`src/rtl/traffic_light_monitor_pkg.sv`:
```
// Shared types and helpers for the traffic light monitor: phase encoding,
// default phase durations and light-vector decode.
package traffic_light_pkg;

  typedef enum logic [1:0] {
    IDLE   = 2'd0,
    GREEN  = 2'd1,
    YELLOW = 2'd2,
    RED    = 2'd3
  } phase_e;

  localparam int unsigned DEF_GREEN_SECS  = 15;
  localparam int unsigned DEF_YELLOW_SECS = 3;
  localparam int unsigned DEF_RED_SECS    = 18;

  // Light vector is {red, yellow, green}; anything not one-hot decodes to IDLE.
  function automatic phase_e decode_lights(input logic [2:0] lights);
    case (lights)
      3'b001:  return GREEN;
      3'b010:  return YELLOW;
      3'b100:  return RED;
      default: return IDLE;
    endcase
  endfunction

  // Successor in the legal rotation; IDLE may be left towards any phase.
  function automatic phase_e next_legal(input phase_e p);
    case (p)
      GREEN:   return YELLOW;
      YELLOW:  return RED;
      RED:     return GREEN;
      default: return IDLE;
    endcase
  endfunction

endpackage

```
`src/rtl/traffic_light_monitor_timer.sv`:
```
// Per-phase seconds counter: saturating tick count, reload on phase change,
// and long/short duration compares against the selected phase's expectation.
module light_phase_timer
  import traffic_light_pkg::*;
#(
  parameter int unsigned pGREEN_SECS  = DEF_GREEN_SECS,
  parameter int unsigned pYELLOW_SECS = DEF_YELLOW_SECS,
  parameter int unsigned pRED_SECS    = DEF_RED_SECS,
  parameter int unsigned pTOL         = 0,
  parameter int unsigned pSECS_WIDTH  = 5
) (
  input  logic                   clk,
  input  logic                   rst_n,
  input  logic                   en,
  input  logic                   cnt_en,
  input  logic                   load,
  input  logic                   sec_tick,
  input  phase_e                 sel_phase,
  output logic [pSECS_WIDTH-1:0] elapsed,
  output logic                   long_err,
  output logic                   short_err
);

  logic [pSECS_WIDTH-1:0] elapsed_inc;
  logic [31:0]            exp_secs;
  logic [31:0]            hi_lim;
  logic [31:0]            lo_lim;

  always_comb begin
    exp_secs = '0;
    case (sel_phase)
      GREEN:   exp_secs = 32'(pGREEN_SECS);
      YELLOW:  exp_secs = 32'(pYELLOW_SECS);
      RED:     exp_secs = 32'(pRED_SECS);
      default: exp_secs = '0;
    endcase
    hi_lim = exp_secs + 32'(pTOL);
    lo_lim = (exp_secs > 32'(pTOL)) ? exp_secs - 32'(pTOL) : '0;
  end

  assign elapsed_inc = (&elapsed) ? elapsed : elapsed + 1'b1;

  // Long check looks at the value about to be stored so the flag lands with it.
  assign long_err  = sec_tick && (32'(elapsed_inc) > hi_lim);
  assign short_err = 32'(elapsed) < lo_lim;

  always_ff @(posedge clk or negedge rst_n) begin
    if (!rst_n) begin
      elapsed <= '0;
    end else if (en) begin
      if (load) begin
        elapsed <= {{(pSECS_WIDTH-1){1'b0}}, sec_tick};
      end else if (cnt_en && sec_tick) begin
        elapsed <= elapsed_inc;
      end
    end
  end

endmodule

```
`src/rtl/traffic_light_monitor.sv`:
```
// Traffic light monitor: rebuilds phase/elapsed from observed lights and flags
// pattern, order and duration errors. Optional cycle counter: LIGHT_MON_CYCLE_CNT_EN.
module traffic_light_monitor
  import traffic_light_pkg::*;
#(
  parameter int unsigned pGREEN_SECS  = DEF_GREEN_SECS,
  parameter int unsigned pYELLOW_SECS = DEF_YELLOW_SECS,
  parameter int unsigned pRED_SECS    = DEF_RED_SECS,
  parameter int unsigned pTOL         = 0,
  parameter int unsigned pSECS_WIDTH  = $clog2(pRED_SECS + pTOL + 2)
) (
  input  logic                   clk,
  input  logic                   rst_n,
  input  logic                   en,
  input  logic                   sec_tick,
  input  logic                   green_light,
  input  logic                   yellow_light,
  input  logic                   red_light,
  input  logic                   clr_err,
  output logic [1:0]             phase,
  output logic [pSECS_WIDTH-1:0] elapsed,
  output logic                   phase_done,
  output logic [1:0]             last_phase,
  output logic [pSECS_WIDTH-1:0] last_secs,
  output logic                   err_onehot,
  output logic                   err_seq,
  output logic                   err_duration,
  output logic [15:0]            cycle_count
);

  phase_e                 phase_q, phase_d, obs_phase;
  logic                   partial_q, partial_d;
  logic                   done_d;
  logic [1:0]             last_phase_d;
  logic [pSECS_WIDTH-1:0] last_secs_d;
  logic                   legal, trans, seq_ok, check_dur;
  logic                   onehot_ev, seq_ev, dur_ev;
  logic                   long_err, short_err;

  assign phase = phase_q;

  light_phase_timer #(
    .pGREEN_SECS (pGREEN_SECS),
    .pYELLOW_SECS(pYELLOW_SECS),
    .pRED_SECS   (pRED_SECS),
    .pTOL        (pTOL),
    .pSECS_WIDTH (pSECS_WIDTH)
  ) u_timer (
    .clk      (clk),
    .rst_n    (rst_n),
    .en       (en),
    .cnt_en   (legal && !trans),
    .load     (trans),
    .sec_tick (sec_tick),
    .sel_phase(phase_q),
    .elapsed  (elapsed),
    .long_err (long_err),
    .short_err(short_err)
  );

  always_comb begin
    obs_phase    = decode_lights({red_light, yellow_light, green_light});
    legal        = (obs_phase != IDLE);
    trans        = legal && (obs_phase != phase_q);
    seq_ok       = (phase_q == IDLE) || (obs_phase == next_legal(phase_q));
    check_dur    = !partial_q && (phase_q != IDLE);

    phase_d      = phase_q;
    done_d       = 1'b0;
    last_phase_d = last_phase;
    last_secs_d  = last_secs;
    partial_d    = partial_q;

    onehot_ev    = !legal;
    seq_ev       = trans && !seq_ok;
    dur_ev       = check_dur && (trans ? short_err : (legal && long_err));

    if (trans) begin
      phase_d = obs_phase;
      if (phase_q != IDLE) begin
        done_d       = 1'b1;
        last_phase_d = phase_q;
        last_secs_d  = elapsed;
        partial_d    = 1'b0;
      end
    end
  end

  always_ff @(posedge clk or negedge rst_n) begin
    if (!rst_n) begin
      phase_q      <= IDLE;
      partial_q    <= 1'b1;
      phase_done   <= 1'b0;
      last_phase   <= '0;
      last_secs    <= '0;
      err_onehot   <= 1'b0;
      err_seq      <= 1'b0;
      err_duration <= 1'b0;
    end else if (en) begin
      phase_q      <= phase_d;
      partial_q    <= partial_d;
      phase_done   <= done_d;
      last_phase   <= last_phase_d;
      last_secs    <= last_secs_d;
      err_onehot   <= onehot_ev | (err_onehot & ~clr_err);
      err_seq      <= seq_ev | (err_seq & ~clr_err);
      err_duration <= dur_ev | (err_duration & ~clr_err);
    end
  end

`ifdef LIGHT_MON_CYCLE_CNT_EN
  // prog tracks how much of G->Y->R has been seen in legal order (0/1/2).
  logic [1:0]  prog_q, prog_d;
  logic [15:0] cnt_q, cnt_d;

  always_comb begin
    prog_d = prog_q;
    cnt_d  = cnt_q;
    if (trans) begin
      if (seq_ev || phase_q == IDLE) begin
        prog_d = 2'd0;
      end else if (obs_phase == YELLOW) begin
        prog_d = 2'd1;
      end else if (obs_phase == RED) begin
        prog_d = (prog_q == 2'd1) ? 2'd2 : 2'd0;
      end else begin
        if (prog_q == 2'd2) cnt_d = cnt_q + 16'd1;
        prog_d = 2'd0;
      end
    end
  end

  always_ff @(posedge clk or negedge rst_n) begin
    if (!rst_n) begin
      prog_q <= 2'd0;
      cnt_q  <= '0;
    end else if (en) begin
      prog_q <= prog_d;
      cnt_q  <= cnt_d;
    end
  end

  assign cycle_count = cnt_q;
`else
  assign cycle_count = '0;
`endif

endmodule

```
`config.mk`:
```
export PLATFORM = sky130hd
export DESIGN_NAME = traffic_light_monitor
export DESIGN_NICKNAME = d
export VERILOG_FILES = /design/src/rtl/traffic_light_monitor_pkg.sv /design/src/rtl/traffic_light_monitor_timer.sv /design/src/rtl/traffic_light_monitor.sv
export SDC_FILE = /design/constraint.sdc
export NUM_CORES = 1
export LEC_CHECK = 0
export BUFFER_PORTS_ARGS = -buffer_cell sky130_fd_sc_hd__buf_4
export CORE_MARGIN = 5
export CORE_UTILIZATION = 26
export CTS_BUF_LIST = sky130_fd_sc_hd__clkbuf_8
export CTS_CLUSTER_SIZE = 28
export DETAILED_ROUTE_END_ITERATION = 8
export GPL_TIMING_DRIVEN = 0
export HOLD_SLACK_MARGIN = 0.1
export PLACE_DENSITY = 0.52
export SLEW_MARGIN = 5
export SYNTH_ARGS = -nofsm -noshare
export SYNTH_HDL_FRONTEND = slang
export SYNTH_HIERARCHICAL = 1
export SYNTH_SLANG_ARGS = --single-unit
```
`constraint.sdc`:
```
create_clock -name clk -period 3 [get_ports clk]
set_input_delay 0.45 -clock clk [delete_from_list [all_inputs] [get_ports clk]]
set_output_delay 0.45 -clock clk [all_outputs]
set_load 0.005 [all_outputs]
```
==> qor_table.md, run 1 <==
| Quantity | This run |
| --- | --- |
| Final setup violating endpoints | 0 |
| Avg Cell Area, Syn | 9.629 µm² |
| R2r setup slk | 470 ps |
| Share of the synthesized area in compound gates (AO/OA/AOI/OAI) | 18.97% |
| Count of distinct cell types in the synthesized netlist | 48 |
| Reg-to-reg critical path endpoint | err_duration |
| Router iterations before antenna repair | 4 |
| Antenna cell count | 0 |
| Worst ir drop on vdd | 0.0002743 V |
| Accumulated negative setup slack | 0 ps |
| Slew headroom | 66.47% |
| Run status | finished clean |
| Cell area power density | 577.7 nW/µm² |
| Antenna violations before repair | 0 |
| Drc violations | 0 |
| Largest stage delay on the critical path | 570 ps |
| Total area of multi-input combinational cells | 940.9 µm² |
| Proportion of layout cells with a drive suffix above 1 | 31.71% |
| Dominant combinational cell family by area after synthesis | compound AO/OA/AOI/OAI gates |
| Count of antenna-violating nets left after detailed routing | 0 |
| I/O pins | 42 |
| Final Hold Viols | 0 |
| Starting DRT DRC Count | 39 |
| Upper clock frequency limit | 0.3950 GHz |
| Number of global-route vias before repair | 1188 |
| Std cell rows | 28 |
| Half-perimeter wire length of the detailed placement result | 2611 µm |
| Number of buffers added on ports | 24 |
| Total clock buffers created by CTS | 3 |
| Sequential Power Share | 37.0% |
| Height of the chip | 87.22 µm |
| Post-detailed-route wirelength per cell | 11.75 µm |
| Overall die width | 87.22 µm |
| Worst setup EP type | flop |
| Synthesized cell area | 1550 µm² |
| Minimum clock period | 2531 ps |
| Reg clk slew, reported paths | 70 ps |
| Number of synthesized flops with an enable pin | 0 |
| Maximum number of pins on one net before global-route repair | 20 |
| Design area | 1937 µm² |
| Number of non-filler instances in the completed layout | 280 |
| Number of sinks on the clock net | 19 |
| Total track usage | 8.867% |
| Sequence of cells on the critical path | ha_1 -> nand4_4 -> mux2_2 -> ha_1 -> nor2b_1 -> o211ai_1 -> a21oi_1 -> a22oi_1 -> o41ai_1 |
| Gr ovfl total | 0 |
| Effective utilization at floorplan | 26.50% |
| CTS max path bufs | 2 |
| Final critical-path share of the clock period | 84.38% |
| Length in cells of the worst reg-to-reg path | 9 |
| Number of fill cells in the layout | 628 |
| Cell count of the worst hold path | 2 |
| Launching element type of the critical path | flop |
| Leak Pwr | 1.034 nW |
| Overall routed net length | 3290 µm |
| Most frequent standard cell in the layout excluding fill and tap cells | buf_4 |
| Standard cell with the maximum stage delay on the critical path | dfrtp_1 |
| CTS tree | yes |
| Number of instances in the synthesized netlist | 161 |
| Placement Cell Area | 1881 µm² |
| Simple-gate area share of the yosys netlist | 14.85% |
| RSZ-0062 raised after global routing | false |
| Number of warnings printed during yosys synthesis | 6 |
| Routed vias | 1223 |
| Hold path startpoint | err_duration |
| Type of the worst setup path | flop to flop |
| Number of buffers added for setup after CTS | 0 |
| Post-placement cell count | 275 |
| Data required time of the critical path | 3140 ps |
| Most repeated library cell on the critical path | ha_1 |
| Reg2reg start | u_timer/elapsed[0] |
| Via density per instance | 4.368 |
| Transition time at the pin with the least slew margin | 498.7 ps |
| Logic gate share of total power | 47.8% |
| Endpoint of the worst hold-timing path | err_duration |
| Internal power component | 719.8 µW |
| Core Area | 5851 µm² |
| Number of max-slew violations in the final report | 0 |
| Number of storage elements in the synthesis netlist | 19 |
| Final estimated routing congestion in global placement | 0.7324 |
| H-tree depth | 1 |
| Proportion of synthesized chip area in sequential cells | 30.75% |
| Net switching power | 399.1 µW |
| Final worst clock skew | 3.957 ps |
| Multiplexer share of the synthesized area | 8.152% |
| Clock latency of the later-clocked register in the worst-skew pair | 250 ps |
| Most frequent cells in the layout | 41 x buf_4, 18 x dfrtp_1, 17 x ha_1 |
| Root buffer selected by CTS | clkbuf_8 |
| Flip-flop cell with the highest count after synthesis | dfrtp_1 |
| Combined flip-flop and latch cell area | 476.7 µm² |
| Count of nets after finishing | 231 |
| Xor and xnor fraction of the mapped netlist area | 1.130% |
| Post-synthesis to final-layout area growth | 24.94% |
| # Max-Cap Violations | 0 |
| Die Outline Area | 7606 µm² |
| Arithmetic-cell share of the synthesized area counting full adders, half adders and majority gates | 13.72% |
| Proportion of power drawn by the clock network | 15.2% |
| Wire length of the first global-routing pass | 5520 µm |
| Switching share of power | 35.67% |
| Critical Path Fanout Max | 9 |
| Arrival time at the worst endpoint | 2670 ps |
| Worst hold path type | flop to flop |
| Async SR Flop Fraction | 100.0% |
## kinds of logic after synthesis
family	after synthesis
AO/OA/AOI/OAI	42
XOR/XNOR	2
adder cells (fa/ha/maj)	17
buffers and inverters	32
flip-flops	19
multiplexers	9
other	1
AND/OR/NAND/NOR	39
## Yosys cell counts (all sizes together) (2+ instances only)
master / n / area [µm²]
o21ai: 6 / 30.02
a211oi: 3 / 22.52
nor2: 8 / 30.03
buf: 21 / 147.6
mux2: 8 / 116.4
nand3b: 2 / 27.53
inv: 11 / 41.29
o21bai: 2 / 15.01
a21oi: 13 / 65.06
o31ai: 2 / 15.01
nor2b: 3 / 21.27
nand4: 2 / 27.53
ha: 17 / 212.7
nand3: 5 / 25.02
nand2b: 3 / 18.77
dfrtp: 18 / 450.4
a21o: 2 / 15.01
nand2: 11 / 41.29
## worst max-delay path, delay by kind of cell (launching register included)
kind                     cells  cell delay, ps
multiplexers                 1             320
flip-flops                   1             570
AO/OA/AOI/OAI                4             590
AND/OR/NAND/NOR              2             300
adder cells (fa/ha/maj)      2             650
## worst max path at each step
stage,slack (ps),endpoint,startpoint
detailed placement,490,err_duration,u_timer/elapsed[0]
CTS,460,err_duration,u_timer/elapsed[0]
global placement,500,err_duration,u_timer/elapsed[0]
finish,470,err_duration,u_timer/elapsed[0]
global route,270,err_duration,u_timer/elapsed[0]
floorplan,800,err_duration,u_timer/elapsed[0]
## power groups by stage
| stage | Combinational [mW] | Clock [mW] | Sequential, mW |
|---|---|---|---|
| 2_1_floorplan | 0.342 | 0 | 0.403 |
| 3_3_place_gp | 0.526 | 0 | 0.421 |
| 3_5_place_dp | 0.536 | 0 | 0.420 |
| 4_1_cts | 0.540 | 0.178 | 0.416 |
| 5_1_grt | 0.601 | 0.189 | 0.431 |
| 6_report | 0.535 | 0.170 | 0.414 |
## registers in the layout, summed over array words and instances, names as in the netlist
signal and cells:
last_secs 5, u_timer/elapsed 5, last_phase 2, phase 2
err_duration 1, err_onehot 1, err_seq 1, partial_q 1
phase_done 1
## what timing repair did
item / 4_1_cts / 5_1_grt
hold buffers: 1 / 0
endpoints found under the hold margin: 18 / 0
resized for setup: 0 / 0
## through the flow
stage | setup slack, ps | util (%) | hold slack (ps) | power (mW)
finish | 468.6 | 33.11 | 496.0 | 1.119
global route | 271.0 | 33.11 | 523.5 | 1.221
CTS | 459.1 | 33.11 | 506.0 | 1.135
detailed placement | 490.9 | 32.14 | 336.8 | 0.9564
global placement | 497.7 | 32.14 | 336.5 | 0.9470
floorplan | 798.6 | - | 154.4 | 0.7452
## layer usage
metal / global-route usage, % / part of all wire, %
met3: 0.8515 / 5.1
met2: 14.08 / 44
met5: 0 / 0
met4: 3.068 / 0.67
met1: 12.51 / 50
## final cells by class
| type | instances | share of cell area, % |
|---|---|---|
| multi-input cells | 125 | 48.58 |
| flip-flops and latches | 19 | 24.61 |
| repair buffers | 25 | 9.819 |
| plain buffers | 21 | 7.623 |
| well taps | 75 | 4.845 |
| clock buffers | 3 | 2.132 |
| inverters | 11 | 2.132 |
| clock inverters | 1 | 0.2584 |
Power figures use the tool's default switching activity.
==> run 2: changes to the inputs <==
--- a/config.mk
+++ b/config.mk
@@ -5,6 +5,7 @@
 export SDC_FILE = /design/constraint.sdc
 export NUM_CORES = 1
 export LEC_CHECK = 0
+export ABC_AREA = 1
 export BUFFER_PORTS_ARGS = -buffer_cell sky130_fd_sc_hd__buf_4
 export CORE_MARGIN = 5
 export CORE_UTILIZATION = 26
@@ -13,7 +14,7 @@
 export DETAILED_ROUTE_END_ITERATION = 8
 export GPL_TIMING_DRIVEN = 0
 export HOLD_SLACK_MARGIN = 0.1
-export PLACE_DENSITY = 0.52
+export PLACE_DENSITY = 0.53
 export SLEW_MARGIN = 5
 export SYNTH_ARGS = -nofsm -noshare
 export SYNTH_HDL_FRONTEND = slang
==> constraint.sdc (replaced) <==
create_clock -name clk -period 2.5 [get_ports clk]
set_input_delay 0.375 -clock clk [delete_from_list [all_inputs] [get_ports clk]]
set_output_delay 0.375 -clock clk [all_outputs]
set_load 0.005 [all_outputs]
==> run 2 against run 1 <==
Critical path depth rose by 6. Utilization rose by 0.99 points. Area after synthesis fell by 2.5%. Non-clock buffer count fell by 3. Combinational power rose by 100%. Count of clock-buffer cells in the layout did not move. Power rose by 66%. Register-to-register slack got worse by 200 ps. Final cell count rose by 13%. Worst setup slack got worse by 200 ps. Critical path type unchanged. Critical endpoint unchanged. Largest cell class unchanged. Largest power group unchanged.
==> qor_table.md, run 2 <==
| Quantity | This run | vs previous |
| --- | --- | --- |
| Cell class contributing the biggest share of worst-path delay | simple AND/OR/NAND/NOR gates |  |
| RSZ-0062 raised after global routing | false |  |
| Data required time of the critical path | 2640 ps | -500 ps |
| Upper clock frequency limit | 0.4486 GHz | +14% |
| Antenna cell count | 0 | unchanged |
| Final Hold Viols | 0 | unchanged |
| Flip-flop cell with the highest count after synthesis | dfrtp_1 |  |
| Reg clk slew, reported paths | 60 ps | about the same |
| Starting DRT DRC Count | 45 | +15% |
| Standard cell with the maximum stage delay on the critical path | dfrtp_1 |  |
| Number of synthesized flops with an enable pin | 0 | unchanged |
| Number of warnings printed during yosys synthesis | 6 | unchanged |
| Proportion of synthesized chip area in sequential cells | 31.54% | +0.79 points |
| Run status | finished clean |  |
| Core Area | 5574 µm² | -4.7% |
| Final worst clock skew | 2.004 ps | -1.952 ps |
| Count of antenna-violating nets left after detailed routing | 0 | unchanged |
| Maximum number of pins on one net before global-route repair | 20 | unchanged |
| Most common cell in the netlist | nand2_1 |  |
| Overall die width | 86.25 µm | -1.1% |
| Post-synthesis to final-layout area growth | 25.74% |  |
| Worst setup EP type | flop |  |
| Cell type contributing the most total cell area after synthesis | dfrtp_1 |  |
| Number of buffers added for setup after CTS | 0 | unchanged |
| Cell area power density | 976.7 nW/µm² | +69% |
| Final estimated routing congestion in global placement | 0.8164 | +11% |
| Final critical-path share of the clock period | 89.17% | +4.8 points |
| Number of buffer and inverter instances along the worst setup path | 0 | unchanged |
| Number of global-route vias before repair | 1331 | +12% |
| Length in cells of the worst reg-to-reg path | 15 | +6 |
| Leak Pwr | 1.107 nW | +7.1% |
| Worst hold slack after final layout | 417.0 ps | -78.93 ps |
| Proportion of layout cells with a drive suffix above 1 | 28.16% | -3.5 points |
| Avg Cell Area, Syn | 7.557 µm² | -22% |
| Most frequent cells in the layout | 62 x nand2_1, 41 x buf_4, 22 x inv_1 |  |
| Total track usage | 9.514% | +0.65 points |
| Minimum clock period | 2229 ps | -302.2 ps |
| Number of max-slew violations in the final report | 0 | unchanged |
| Area share of the largest cell type after synthesis | 29.80% | +0.75 points |
| Drc violations | 0 | unchanged |
| Worst ir drop on vdd | 0.0002860 V | +4.3% |
| Most repeated library cell on the critical path | nand2_1 |  |
| Router iterations before antenna repair | 4 | unchanged |
| Accumulated negative setup slack | 0 ps | unchanged |
| Largest stage delay on the critical path | 500 ps | -70 ps |
| Overall routed net length | 3249 µm | -1.2% |
| Via density per instance | 4.114 | -5.8% |
| Reg2reg start | u_timer/elapsed[0] |  |
| CTS tree | yes |  |
| Most frequent standard cell in the layout excluding fill and tap cells | nand2_1 |  |
| Die Outline Area | 7438 µm² | -2.2% |
| R2r setup slk | 270 ps | -200 ps |
| Async SR Flop Fraction | 100.0% | unchanged |
| Number of sinks on the clock net | 19 | unchanged |
| Count of distinct cell types in the synthesized netlist | 26 | -46% |
| Number of storage elements in the synthesis netlist | 19 | unchanged |
| Type of the worst setup path | flop to flop |  |
| Quantity of hold-fixing buffers added after cts | 1 | unchanged |
| Post-detailed-route wirelength per cell | 10.25 µm | -13% |
| Largest registers in the final layout | last_secs x5, u_timer/elapsed x5 |  |
| Height of the chip | 86.25 µm | -1.1% |
| Effective utilization at floorplan | 27.12% | +0.62 points |
| Leading cell types by count after synthesis | 62 x nand2_1, 21 x inv_1, 18 x dfrtp_1, 17 x ha_1, 16 x buf_4 |  |
| Routed vias | 1304 | +6.6% |
| Launch point of the worst path | u_timer/elapsed[0] |  |
| Root buffer selected by CTS | clkbuf_8 |  |
| Reg-to-reg critical path endpoint | err_duration |  |
| Count of nets after finishing | 271 | +17% |
| Number of instances in the synthesized netlist | 200 | +24% |
| Dominant cells by area after synthesis | dfrtp_1 30%, nand2_1 15%, ha_1 14% |  |
| Critical Path Fanout Max | 8 | -1 |
| Half-perimeter wire length of the detailed placement result | 2768 µm | +6.0% |
| Sequence of cells on the critical path | ha_1 -> nand4_2 -> nand2_1 -> o21ai_2 -> ha_1 -> nand2_1 -> nand2_1 -> nand2_1 -> nand2_1 -> a21oi_1 -> nor2_1 -> nand4_1 -> nand2_1 -> nand2_1 -> nand2_1 |  |
| Std cell rows | 27 | -3.6% |
| Worst hold path type | primary input to flop |  |
| Gr ovfl total | 0 | unchanged |
| Post_cts resized | 0 | unchanged |
| Total clock buffers created by CTS | 3 | unchanged |
| CTS max path bufs | 2 | unchanged |
| # Max-Cap Violations | 0 | unchanged |
| Number of buffers added on ports | 25 | +4.2% |
| Antenna violations before repair | 0 | unchanged |
| Capturing instance or port of the critical path | err_duration |  |
| Cell count along the critical path | 15 | +6 |
| H-tree depth | 1 | unchanged |
| I/O pins | 42 | unchanged |
| Launching element type of the critical path | flop |  |
| Final setup violating endpoints | 0 | unchanged |
| Arrival time at the worst endpoint | 2370 ps | -300 ps |
| Design Power | 1.856 mW | +66% |
| Wire length of the first global-routing pass | 5913 µm | +7.1% |
| Clock latency of the later-clocked register in the worst-skew pair | 250 ps | about the same |
| Synthesized cell area | 1511 µm² | -2.5% |
-- run 2: logic make-up after synthesis --
logic type	synth area share [%]
xor+xnor	1.159
buf+inv	15.81
other cells	0.2481
simple gates	32.95
flops	31.54
fa+ha+maj	14.07
compound gates	4.222
-- run 2: layout make-up --
class                           count  area (µm²)
Inverter                           27       103.9
Sequential cell                    19       476.7
Tap cell                           72       90.09
Timing Repair Buffer               26       197.7
Clock inverter                      1       3.754
Buffer                             17       135.1
Fill cell                         617        3674
Clock buffer                        3       41.29
Multi-Input combinational cell    152       852.1
-- run 2: tightest hold or removal path: cells and delay by family --
kind | cells | cell delay (ps)
simple gates | 3 | 150
buf+inv | 1 | 110
-- run 2: power by group --
group | internal (mW) | switching (mW)
Clock | 0.109 | 0.0897
Sequential | 0.420 | 0.155
Combinational | 0.500 | 0.582
Total | 1.03 | 0.827
-- run 2: worst min path at each step --
stage / startpoint / to / slack (ps) / depth (start not counted)
after floorplan: rst_n / err_duration / 80 / 0
final: en / phase[0] / 420 / 4
after global placement: rst_n / u_timer/elapsed[3] / 260 / 1
after global routing: en / phase[0] / 440 / 4
after detailed placement: rst_n / last_secs[3] / 260 / 1
after CTS: en / phase[0] / 410 / 4
-- run 2: per-stage QoR --
stage / setup slack (ps) / cell area, µm² / cells / utilization [%]
finish: 270.8 / 1901 / 317 / 34.10
CTS: 243.3 / 1901 / 317 / 34.10
global placement: 303.6 / 1846 / 312 / 33.11
detailed placement: 241.3 / 1846 / 312 / 33.11
global route: 23.91 / 1901 / 317 / 34.10
floorplan: 531.5 / 1568 / 215 / -
-- run 2: metal layers --
metal	vias to the layer above	share of wire (%)	global-route usage, %
met3	0	5.6	2.567
met4	0	0	0.4249
met1	588	46	12.52
met2	28	49	16.47
li1	688	-	-
met5	-	0	0
==> run 3: changes to the inputs <==
--- a/config.mk
+++ b/config.mk
@@ -8,13 +8,13 @@
 export ABC_AREA = 1
 export BUFFER_PORTS_ARGS = -buffer_cell sky130_fd_sc_hd__buf_4
 export CORE_MARGIN = 5
-export CORE_UTILIZATION = 26
+export CORE_UTILIZATION = 54
 export CTS_BUF_LIST = sky130_fd_sc_hd__clkbuf_8
 export CTS_CLUSTER_SIZE = 28
 export DETAILED_ROUTE_END_ITERATION = 8
 export GPL_TIMING_DRIVEN = 0
 export HOLD_SLACK_MARGIN = 0.1
-export PLACE_DENSITY = 0.53
+export PLACE_DENSITY = 0.89
 export SLEW_MARGIN = 5
 export SYNTH_ARGS = -nofsm -noshare
 export SYNTH_HDL_FRONTEND = slang
==> run 3 against run 2 <==
Fmax down 0.79%. Global-route usage up 6.7 points. Clock power up 4%. Sequential share of layout area up 0.70 points. Critical path type unchanged. Cell area down 2.7%. Utilization up 34 points. Sequential power about the same.
==> qor_table.md, run 3 (synthesized netlist as in run 2, its figures left out) <==
| Quantity | This run | vs previous |
| --- | --- | --- |
| Placement Cell Area | 1794 µm² | -2.8% |
| Overall routed net length | 2934 µm | -9.7% |
| Height of the chip | 62.91 µm | -27% |
| Via density per instance | 4.790 | +16% |
| Worst setup EP type | flop |  |
| Data required time of the critical path | 2650 ps | about the same |
| Proportion of layout cells with a drive suffix above 1 | 28.16% | unchanged |
| Total track usage | 16.22% | +6.7 points |
| Internal power component | 1.030 mW | about the same |
| Effective utilization at floorplan | 55.77% | +29 points |
| Final estimated routing congestion in global placement | 0.8675 | +6.3% |
| Number of buffer and inverter instances along the worst setup path | 3 | +3 |
| Most frequent cells in the layout | 62 x nand2_1, 41 x buf_4, 22 x inv_1 |  |
| Design Power | 1.849 mW | -0.41% |
| Post_cts resized | 0 | unchanged |
| Antenna violations before repair | 0 | unchanged |
| Cell class contributing the biggest share of worst-path delay | simple AND/OR/NAND/NOR gates |  |
| Standard cell with the maximum stage delay on the critical path | dfrtp_1 |  |
| Accumulated negative setup slack | 0 ps | unchanged |
| Cell area power density | 999.7 nW/µm² | +2.3% |
| Die Outline Area | 3957 µm² | -47% |
| Arrival time at the worst endpoint | 2390 ps | +20 ps |
| Final critical-path share of the clock period | 89.88% | +0.71 points |
| Post-detailed-route wirelength per cell | 10.63 µm | +3.7% |
| Largest stage delay on the critical path | 510 ps | about the same |
| Root buffer selected by CTS | clkbuf_8 |  |
| Launching element type of the critical path | flop |  |
| Number of fill cells in the layout | 243 | -61% |
| Proportion of power drawn by the clock network | 11.1% | +0.4 points |
| Clock latency of the later-clocked register in the worst-skew pair | 250 ps | about the same |
| Critical Path Fanout Max | 8 | unchanged |
| Number of sinks on the clock net | 19 | unchanged |
| Router iterations before antenna repair | 4 | unchanged |
| RSZ-0062 raised after global routing | false |  |
| Largest registers in the final layout | last_secs x5, u_timer/elapsed x5 |  |
| Reg clk slew, reported paths | 70 ps | about the same |
| Total clock buffers created by CTS | 3 | unchanged |
| CTS tree | yes |  |
| Number of global-route vias before repair | 1325 | -0.45% |
| Sequence of cells on the critical path | ha_1 -> nand2_2 -> nor2_2 -> inv_2 -> nor2_2 -> nor2_1 -> inv_2 -> ha_1 -> nand2_1 -> inv_1 -> nand2_1 -> nand2_1 -> a21oi_1 -> nor2_1 -> nand4_1 -> nand2_1 -> nand2_1 -> nand2_1 |  |
| Gr ovfl total | 0 | unchanged |
| Net switching power | 818.4 µW | -1.0% |
| Half-perimeter wire length of the detailed placement result | 2384 µm | -14% |
| Minimum clock period | 2247 ps | +17.74 ps |
| Final setup violating endpoints | 0 | unchanged |
| Most frequent standard cell in the layout excluding fill and tap cells | nand2_1 |  |
| Count of nets after finishing | 271 | unchanged |
| Sequential Power Share | 31.2% | +0.2 points |
| Post-layout utilization of the core | 68.24% | +34 points |
| Run status | finished clean |  |
| Switching share of power | 44.27% | -0.28 points |
| # Max-Cap Violations | 0 | unchanged |
| Worst hold slack after final layout | 406.2 ps | -10.79 ps |
| Final Hold Viols | 0 | unchanged |
| H-tree depth | 1 | unchanged |
| Worst ir drop on vdd | 0.0008427 V | +190% |
| Starting DRT DRC Count | 77 | +71% |
| Post-synthesis to final-layout area growth | 22.35% |  |
| Upper clock frequency limit | 0.4450 GHz | -0.79% |
| Maximum number of pins on one net before global-route repair | 20 | unchanged |
| Drc violations | 0 | unchanged |
| CTS max path bufs | 2 | unchanged |
| Routed vias | 1322 | +1.4% |
| Most repeated library cell on the critical path | nand2_1 |  |
| Design area | 1849 µm² | -2.7% |
| Number of max-slew violations in the final report | 0 | unchanged |
| Logic gate share of total power | 57.7% | -0.6 points |
| I/O pins | 42 | unchanged |
| Std cell rows | 19 | -30% |
| Leak Pwr | 1.107 nW | unchanged |
| Wire length of the first global-routing pass | 5388 µm | -8.9% |
| Core Area | 2710 µm² | -51% |
| Worst hold path type | primary input to flop |  |
| Count of antenna-violating nets left after detailed routing | 0 | unchanged |
| Number of buffers added on ports | 25 | unchanged |
| Overall die width | 62.91 µm | -27% |
| Type of the worst setup path | flop to flop |  |
| Antenna cell count | 0 | unchanged |
| Final worst clock skew | 3.459 ps | +1.455 ps |
==> run 3: cell type report <==
| class | count | area, µm² | share of cell area, % |
|---|---|---|---|
| Buffer | 17 | 135.1 | 7.307 |
| Sequential cell | 19 | 476.7 | 25.78 |
| Tap cell | 31 | 38.79 | 2.097 |
| Inverter | 27 | 103.9 | 5.616 |
| Clock inverter | 1 | 3.754 | 0.2030 |
| Timing Repair Buffer | 26 | 197.7 | 10.69 |
| Clock buffer | 3 | 41.29 | 2.233 |
| Multi-Input combinational cell | 152 | 852.1 | 46.08 |
==> run 3: through the flow <==
step / setup slack (ps) / cells
floorplan: 531.5 / 215
global placement: 343.8 / 271
detailed placement: 263.1 / 271
CTS: 255.1 / 276
global route: 18.48 / 276
finish: 253.0 / 276
==> run 3: path summary, 6_finish.rpt <==
check | start | end | slack [ps] | cells past startpoint
setup reg to reg | u_timer/elapsed[0] | err_duration | 250 | 18
setup / recovery | u_timer/elapsed[0] | err_duration | 250 | 18
hold / removal | en | phase[1] | 410 | 4
min in group asynchronous | rst_n | err_duration | 510 | 2
hold reg to reg | partial_q | partial_q | 460 | 2
max in group asynchronous | rst_n | partial_q | 1730 | 2
==> run 3: worst reg2reg max path: cells and delay by family, from the launching register on <==
family / cells / cell delay [ps]
and+or+nand+nor: 12 / 820
adders and majority gates: 2 / 520
DFF: 1 / 510
buffers and inverters: 3 / 170
AOI/OAI and AO/OA: 1 / 120
==> run 3: layer usage <==
layer,share of wire (%),track usage (%),up-vias,wire length (µm)
li1,-,-,691,-
met1,43,19.21,587,1264
met3,5.8,4.676,4,171
met2,50,28.46,40,1476
met4,0.78,3.979,0,23
met5,0,0,-,0
==> run 3: repair_timing <==
| action | in CTS | in global routing |
|---|---|---|
| hold buffers | 1 | 0 |
| hold endpoints to repair | 18 | 0 |
| buffers inserted | 0 | 0 |
==> run 3: power groups by stage <==
| stage | clock network [mW] | logic (mW) | registers (mW) |
|---|---|---|---|
| after floorplan | 0 | 0.726 | 0.555 |
| after global placement | 0 | 1.03 | 0.579 |
| after detailed placement | 0 | 1.07 | 0.583 |
| after CTS | 0.211 | 1.08 | 0.579 |
| after global routing | 0.221 | 1.26 | 0.604 |
| final | 0.205 | 1.07 | 0.577 |
